## config.mk

```make
export PLATFORM = sky130hd
export DESIGN_NAME = neuron_config_sequencer
export DESIGN_NICKNAME = d
export VERILOG_FILES = /design/src/rtl/neuron_config_sequencer.sv
export SDC_FILE = /design/constraint.sdc
export NUM_CORES = 1
export LEC_CHECK = 0
export CORE_MARGIN = 5
export CORE_UTILIZATION = 45
export DETAILED_ROUTE_END_ITERATION = 8
export PLACE_DENSITY = 0.76
export SETUP_SLACK_MARGIN = 0.02
export SYNTH_ARGS = -nofsm -noshare
export SYNTH_HDL_FRONTEND = slang
export SYNTH_SLANG_ARGS = --single-unit
```

## constraint.sdc

```tcl
create_clock -name CLK -period 5.69 [get_ports CLK]
set_clock_uncertainty 0.2 [all_clocks]
set_input_delay 1.138 -clock CLK [delete_from_list [all_inputs] [get_ports CLK]]
set_output_delay 1.138 -clock CLK [all_outputs]
set_load 0.01 [all_outputs]
```

## src/rtl/neuron_config_sequencer.sv

```systemverilog
// rtl/neuron_config_sequencer.sv - registered controller that resets and serially programs one neuron per command
module neuron_config_sequencer #(
    parameter int NEURONS = 24,
    parameter int MEMORY  = 8,
    parameter int IDXW    = 5,
    parameter int SETTLE  = 2
) (
    input  logic               CLK,
    input  logic               RST,
    input  logic               CMD_VALID,
    output logic               CMD_READY,
    input  logic [IDXW-1:0]    CMD_IDX,
    input  logic [MEMORY-1:0]  CMD_DATA,
    input  logic               CMD_CLEAR,
    input  logic               ABORT,
    output logic [NEURONS-1:0] NEURON_RST,
    output logic               CONTROL,
    output logic [NEURONS-1:0] CFG_SEL,
    output logic               CFG_BIT,
    output logic               BUSY,
    output logic               DONE,
    output logic               ERR
);

    localparam int CW = $clog2(MEMORY + SETTLE + 1);
    localparam logic [CW-1:0]   SHIFT_LAST  = CW'(MEMORY - 1);
    localparam logic [CW-1:0]   SETTLE_LAST = CW'(SETTLE - 1);
    localparam logic [IDXW:0]   IDX_LIMIT   = (IDXW + 1)'(NEURONS);

    typedef enum logic [2:0] {
        S_IDLE,
        S_CLEAR,
        S_SHIFT,
        S_SETTLE,
        S_ABORTING,
        S_DONE
    } state_t;

    state_t            state;
    state_t            state_nxt;
    logic [CW-1:0]     cnt;
    logic [CW-1:0]     cnt_nxt;
    logic [IDXW-1:0]   idx_q;
    logic [IDXW-1:0]   idx_nxt;
    logic [MEMORY-1:0] data_q;
    logic              clear_q;
    logic              accept;
    logic              bad_cmd;

    function automatic logic [NEURONS-1:0] onehot(input logic [IDXW-1:0] i);
        onehot = NEURONS'(1) << i;
    endfunction

    always_comb begin
        state_nxt = state;
        cnt_nxt   = cnt;
        accept    = CMD_VALID && CMD_READY && (state == S_IDLE);
        bad_cmd   = accept && ({1'b0, CMD_IDX} >= IDX_LIMIT);
        idx_nxt   = (accept && !bad_cmd) ? CMD_IDX : idx_q;
        case (state)
            S_IDLE: begin
                if (accept && !bad_cmd) begin
                    state_nxt = S_CLEAR;
                end
            end
            S_CLEAR: begin
                cnt_nxt = '0;
                if (ABORT) begin
                    state_nxt = S_ABORTING;
                end else if (clear_q) begin
                    state_nxt = S_DONE;
                end else begin
                    state_nxt = S_SHIFT;
                end
            end
            S_SHIFT: begin
                if (ABORT) begin
                    state_nxt = S_ABORTING;
                end else if (cnt == SHIFT_LAST) begin
                    cnt_nxt   = '0;
                    state_nxt = (SETTLE == 0) ? S_DONE : S_SETTLE;
                end else begin
                    cnt_nxt = cnt + 1'b1;
                end
            end
            S_SETTLE: begin
                if (ABORT) begin
                    state_nxt = S_ABORTING;
                end else if (cnt == SETTLE_LAST) begin
                    cnt_nxt   = '0;
                    state_nxt = S_DONE;
                end else begin
                    cnt_nxt = cnt + 1'b1;
                end
            end
            S_ABORTING: state_nxt = S_IDLE;
            S_DONE:     state_nxt = S_IDLE;
            default:    state_nxt = S_IDLE;
        endcase
    end

    // Outputs are decoded from the next state so they line up with the state register.
    always_ff @(posedge CLK) begin
        if (RST) begin
            state      <= S_IDLE;
            cnt        <= '0;
            idx_q      <= '0;
            data_q     <= '0;
            clear_q    <= 1'b0;
            CMD_READY  <= 1'b0;
            NEURON_RST <= '0;
            CONTROL    <= 1'b0;
            CFG_SEL    <= '0;
            CFG_BIT    <= 1'b0;
            BUSY       <= 1'b0;
            DONE       <= 1'b0;
            ERR        <= 1'b0;
        end else begin
            state <= state_nxt;
            cnt   <= cnt_nxt;
            idx_q <= idx_nxt;
            if (accept && !bad_cmd) begin
                data_q  <= CMD_DATA;
                clear_q <= CMD_CLEAR;
            end else if (state_nxt == S_SHIFT) begin
                data_q <= data_q << 1;
            end
            CMD_READY  <= (state_nxt == S_IDLE);
            NEURON_RST <= (state_nxt == S_CLEAR || state_nxt == S_ABORTING) ? onehot(idx_nxt) : '0;
            CONTROL    <= (state_nxt == S_SHIFT);
            CFG_SEL    <= (state_nxt == S_SHIFT || state_nxt == S_SETTLE) ? onehot(idx_nxt) : '0;
            // MSB of the working copy is the bit for the shift cycle being entered.
            CFG_BIT    <= (state_nxt == S_SHIFT) && data_q[MEMORY-1];
            BUSY       <= (state_nxt != S_IDLE);
            DONE       <= (state_nxt == S_DONE);
            ERR        <= bad_cmd || (state_nxt == S_ABORTING);
        end
    end

endmodule
```

==> metrics.yaml, run 1 <==
outcome:
  status: "finished, final reports clean"
clock_network:
  post-cts-setup-buffers: 0
  holdBufCountCts: 0
  h-tree-depth: 3
  clock_latency_ns: 0.34
  cts-resized-gates: 0
  clk_pin_slew_ns: 0.08
  cts_buffers: 9
  cts_num_sinks: 75
  cts_root_buf: "clkbuf_8"
  cts_max_path_buffers: 2
  cts_tree: "built"
sta:
  hold_viol: 0
  setup_violations: 0
  period_needed_ns: 3.779
  worstMarginPinSlew_ns: 1.067
  post-route-period-util_pct: 66.42
  max-slew-margin-rel_pct: 28.66
  report.final.slew_viol_count: 0
  rsz0062_at_grt: "false"
  setup_tns_ns: 0
  timing.fmax_mhz: 264.6
routing:
  via_per_inst: 5.284
  drt_iter0_drc: 79
  ant_nets: 0
  first_pass_iters: 4
  wl_per_cell_um: 14.17
  via_count: 2214
  drc: 0
  totalWireLength_um: 5939
critical_path:
  setup.worst_path.class: "in2reg"
  r2r_cells: 5
  r2r-start: "state[1]$_SDFF_PP0_"
  start_kind: "input pin"
  timing.rr.end: "NEURON_RST[11]$_SDFF_PP0_"
  regToRegSetupSlack_ns: 2.76
  worstPathArrival_ns: 3.75
  worstPathMaxFanout: 24
  crit_path_end_kind: "flop"
  critPathRequiredTime_ns: 5.67
cells_and_area:
  fillers: 509
  syn_to_final_growth_pct: 35.62
  layout-drive-gt1-share_pct: 11.05
  mostFrequentLayoutCells: "dfxtp_1 (75), clkdlybuf4s50_1 (71), nor2_1 (41), nor4_1 (21)"
  multi_input_area_um2: 1056
  register_area_um2: 1501
  final_common_cell: "dfxtp_1"
  nets: 359
  diodes: 0
  stdcell_area_um2: 3606
run:
  drv_cap: 0
grt:
  grt_max_degree: 45
  grt_pass1_vias: 2040
  gr-total-overflow: 0
  antenna_found_initial: 0
  grt_usage_pct: 16.50
  grt_pass1_wl_um: 9729
synthesis:
  ys_seq_area_share_pct: 56.47
  synth_fp_nets: 296
  netlist_instances: 276
  synth-main-ff-cell: "dfxtp_1"
  synth-edff-count: 0
  syn_avg_cell_area_um2: 9.633
  syn_area_um2: 2659
  synth_seq_cells: 75
  ys_types: 47
  ys_warn_count: 0
  async_reset_ff_share_pct: 0
hold_path:
  worstHoldStart: "data_q[7]$_SDFFE_PP0P_"
  hold_end: "CFG_BIT$_SDFF_PP0_"
  holdPathStages: 1
  hp-class: "reg2reg"
pwr:
  power.leakage_uw: 0.001251
  power.total_uw: 1081
  vdd_ir_drop_max_mv: 0.1467
  powerDensity_nw_per_um2: 299.8
floorplanning:
  die_h_um: 86.87
  core_region_area_um2: 5816
  dieArea_um2: 7546
  pin_count: 72
  start_util_pct: 45.72
  die_x_um: 86.87
  rows: 28
place:
  placed_area_um2: 3381
  hpwl_um: 4362
  finalWeightedCongestion: 0.7632
  numPortBuffers: 71
how the worst max path moves through the flow:
stage	startpoint	end	slack, ns	cells after the start
after global routing	CMD_IDX[4]	NEURON_RST[15]$_SDFF_PP0_	1.72	6
after detailed placement	CMD_IDX[4]	NEURON_RST[15]$_SDFF_PP0_	1.63	6
after CTS	CMD_IDX[4]	NEURON_RST[11]$_SDFF_PP0_	1.96	6
after floorplan	ABORT	NEURON_RST[20]$_SDFF_PP0_	2.87	8
final	CMD_IDX[4]	NEURON_RST[11]$_SDFF_PP0_	1.91	6
after global placement	CMD_IDX[4]	NEURON_RST[14]$_SDFF_PP0_	1.69	6
critical path: stages:
cell and delay (ns):
clkdlybuf4s50_1 0.48, a211oi_1 0.45, nand2_2 0.32, and3_1 0.31, a31oi_2 0.88, nor3_1 0.16
cell type report:
class                           instances  share of cell area (%)
Inverter                                3                  0.3123
Tap cell                               75                   2.602
Clock buffer                           10                   3.817
Sequential cell                        75                   41.64
Clock inverter                          6                   2.429
Multi-Input combinational cell        178                   29.29
Timing Repair Buffer                   72                   19.92
metal layers:
metal	up-vias	GRT usage, %	wire, um
li1	1110	-	-
met1	1028	21.00	2556
met2	71	26.71	2801
met3	5	4.068	531
met4	0	6.799	51
met5	-	0	0
metrics by stage:
step	utilization [%]	hold slack, ns	setup WS (ns)	std cells
CTS	62.01	0.2810	1.961	419
floorplan	-	0.2305	2.869	276
detailed placement	58.13	0.2546	1.625	403
finish	62.01	0.2749	1.911	419
global placement	58.13	0.2564	1.692	403
global route	62.01	0.3052	1.723	419
state kept, by name, indices dropped and copies added (netlist names):
name        cells
clear_q         1
CFG_BIT         1
CMD_READY       1
BUSY            1
state           3
CFG_SEL        24
ERR             1
idx_q           5
DONE            1
data_q          8
CONTROL         1
NEURON_RST     24
cnt             4
synthesized netlist by cell type (all sizes together) (2+ instances only):
| cell type | number | area share [%] |
|---|---|---|
| inv | 3 | 0.42 |
| ha | 2 | 0.94 |
| a21oi | 11 | 2.1 |
| or2 | 3 | 0.71 |
| o21ai | 8 | 1.5 |
| nand3b | 3 | 1.3 |
| buf | 10 | 2.0 |
| or4 | 2 | 0.71 |
| or3 | 3 | 0.71 |
| nand2b | 7 | 1.6 |
| a311oi | 2 | 0.66 |
| mux2i | 2 | 0.89 |
| nand4b | 2 | 0.66 |
| dfxtp | 75 | 56 |
| and3b | 2 | 0.66 |
| and3 | 2 | 0.47 |
| o221a | 5 | 2.1 |
| nor2b | 2 | 0.47 |
| a31oi | 2 | 0.71 |
| nand2 | 15 | 2.2 |
| nor3 | 14 | 2.6 |
| nor2 | 49 | 7.7 |
| clkbuf | 10 | 1.4 |
| nand3 | 6 | 1.1 |
| nor4 | 21 | 4.9 |
| a211o | 3 | 0.99 |
cells by family after synthesis:
logic type	count (synthesis)	synth area share, %
buffers and inverters	23	3.812
and+or+nand+nor	136	27.44
DFF	75	56.47
muxes	2	0.8940
adders and majority gates	2	0.9410
AOI/OAI and AO/OA	38	10.45
power breakdown:
part | internal [uW] | total, uW | switching (uW) | leakage, uW
Clock | 260 | 451 | 192 | 0.000117
Sequential | 535 | 543 | 8.06 | 0.000606
Combinational | 35.4 | 86.3 | 50.9 | 0.000528
Note: power is estimated with default switching activity, not from simulation.
==> run 2: changes to the inputs <==
==> constraint.sdc (replaced) <==
create_clock -name CLK -period 3.7 [get_ports CLK]
set_clock_uncertainty 0.2 [all_clocks]
set_input_delay 0.74 -clock CLK [delete_from_list [all_inputs] [get_ports CLK]]
set_output_delay 0.74 -clock CLK [all_outputs]
set_load 0.01 [all_outputs]
==> metrics.yaml, run 2 (synthesized netlist as in run 1, its figures left out) <==
outcome:
  status: "finished, final reports clean"
pwr:
  swShare_pct: 23.85
  combPwrFrac_pct: 8.3
  powerDensity_nw_per_um2: 458.1
  p_int_uw: 1267
  seqPwrFrac_pct: 50.3
  power.leakage_uw: 0.001264
  switchingPower_uw: 397.0
  vdd_ir_drop_max_mv: 0.2346
  p_clk_share_pct: 41.4
  power.total_uw: 1664
cells_and_area:
  mostFrequentLayoutCells: "dfxtp_1 (75), clkdlybuf4s50_1 (71), nor2_1 (41), nor4_1 (21)"
  diodes: 0
  syn_to_final_growth_pct: 36.66
  final_common_cell: "dfxtp_1"
  fillers: 515
  nets: 363
  top_regs: "CFG_SEL (24), NEURON_RST (24), data_q (8)"
  layout-drive-gt1-share_pct: 12.07
  stdcell_area_um2: 3633
sta:
  worstMarginPinSlew_ns: 0.5586
  rsz0062_at_grt: "false"
  post-route-period-util_pct: 77.88
  hold_viol: 0
  setup_violations: 0
  max-slew-margin-rel_pct: 62.36
  timing.fmax_mhz: 347.1
  report.final.slew_viol_count: 0
  setup_tns_ns: 0
  period_needed_ns: 2.881
critical_path:
  cp_slowest_cell: "clkdlybuf4s50_1"
  worstPathMaxFanout: 19
  cp_cell_sequence: "clkdlybuf4s50_1, a211oi_1, nand2_2, mux2i_2, nand2b_1, nor4_1"
  setup.worst_path.class: "in2reg"
  crit_path_end_kind: "flop"
  crit_buf_inv: 1
  critPathRequiredTime_ns: 3.75
  crit_path_max_incr_delay_ns: 0.47
  start_kind: "input pin"
  path_delay_family: "simple AND/OR/NAND/NOR gates"
  worstPathArrival_ns: 2.93
floorplanning:
  pin_count: 72
  rows: 28
  die_x_um: 86.87
  die_h_um: 86.87
  core_region_area_um2: 5816
  start_util_pct: 45.72
  dieArea_um2: 7546
clock_network:
  holdBufCountCts: 0
  clock_latency_ns: 0.34
  cts-resized-gates: 0
  clk_pin_slew_ns: 0.07
  h-tree-depth: 3
  cts_buffers: 9
  post-cts-setup-buffers: 0
  cts_num_sinks: 75
  cts_max_path_buffers: 2
  cts_root_buf: "clkbuf_8"
  cts_tree: "built"
routing:
  wl_per_cell_um: 14.21
  drc: 0
  drt_iter0_drc: 117
  via_per_inst: 5.206
  ant_nets: 0
  first_pass_iters: 4
  totalWireLength_um: 6011
  via_count: 2202
grt:
  gr-total-overflow: 0
  grt_max_degree: 32
  grt_pass1_wl_um: 9922
  antenna_found_initial: 0
  grt_pass1_vias: 2063
  grt_usage_pct: 16.92
place:
  hpwl_um: 4342
  finalWeightedCongestion: 0.7862
  numPortBuffers: 71
  placed_area_um2: 3411
run:
  drv_cap: 0
hold_path:
  hp-class: "reg2reg"
==> run 2: cell count changes in the layout (fill, tap and decap cells not counted) <==
cell	previous run	this run
clkinv_2	2	1
clkbuf_8	10	9
inv_6	1	2
clkinvlp_4	0	1
buf_4	1	5
==> run 2: final timing paths <==
check / from / to / slack (ns) / depth (start not counted)
worst max-delay path: CMD_IDX[4] / NEURON_RST[17]$_SDFF_PP0_ / 0.82 / 6
worst min-delay path: data_q[7]$_SDFFE_PP0P_ / CFG_BIT$_SDFF_PP0_ / 0.28 / 1
worst max register to register: state[0]$_SDFF_PP0_ / NEURON_RST[7]$_SDFF_PP0_ / 1.20 / 6
worst min register to register: data_q[7]$_SDFFE_PP0P_ / CFG_BIT$_SDFF_PP0_ / 0.28 / 1
==> run 2: area by class of cell <==
class / instances / area, um2 / area share [%]
sequential: 75 / 1501 / 41.32
multi-input combinational: 178 / 1056 / 29.06
tap: 75 / 93.84 / 2.583
timing repair buffer: 76 / 748.2 / 20.59
inverter: 3 / 11.26 / 0.3099
clock inverter: 7 / 98.84 / 2.720
clock buffer: 9 / 123.9 / 3.409
==> run 2: stage by stage <==
step           instances  util, %  hold WS, ns  worst slack, ns
2_1_floorplan        276        -       0.2305            1.277
3_3_place_gp         407    58.65       0.2568           0.5627
3_5_place_dp         407    58.65       0.2650           0.4529
4_1_cts              423    62.48       0.2859           0.8202
5_1_grt              423    62.48       0.3001           0.5352
6_report             423    62.48       0.2817           0.8186
==> run 2: worst reg2reg max path: stages (launching register included) <==
cell,delay (ns)
dfxtp_1,0.59
nand4bb_1,0.25
a22oi_1,0.27
nand2b_1,0.43
a31oi_2,0.15
buf_4,0.24
nor4_1,0.29
==> run 2: power groups by stage <==
| stage | clock network, uW | logic [uW] | registers, uW |
|---|---|---|---|
| floorplan | 0 | 86.5 | 853 |
| global placement | 0 | 137 | 854 |
| detailed placement | 0 | 138 | 855 |
| CTS | 701 | 139 | 836 |
| global route | 750 | 153 | 839 |
| finish | 689 | 139 | 836 |
==> run 2: routing by layer <==
| layer | wire [um] | global-route usage (%) | up-vias |
|---|---|---|---|
| met5 | 0 | 0 | - |
| met4 | 41 | 6.799 | 0 |
| met3 | 520 | 5.014 | 4 |
| li1 | - | - | 1104 |
| met2 | 2850 | 26.71 | 82 |
| met1 | 2598 | 21.65 | 1012 |
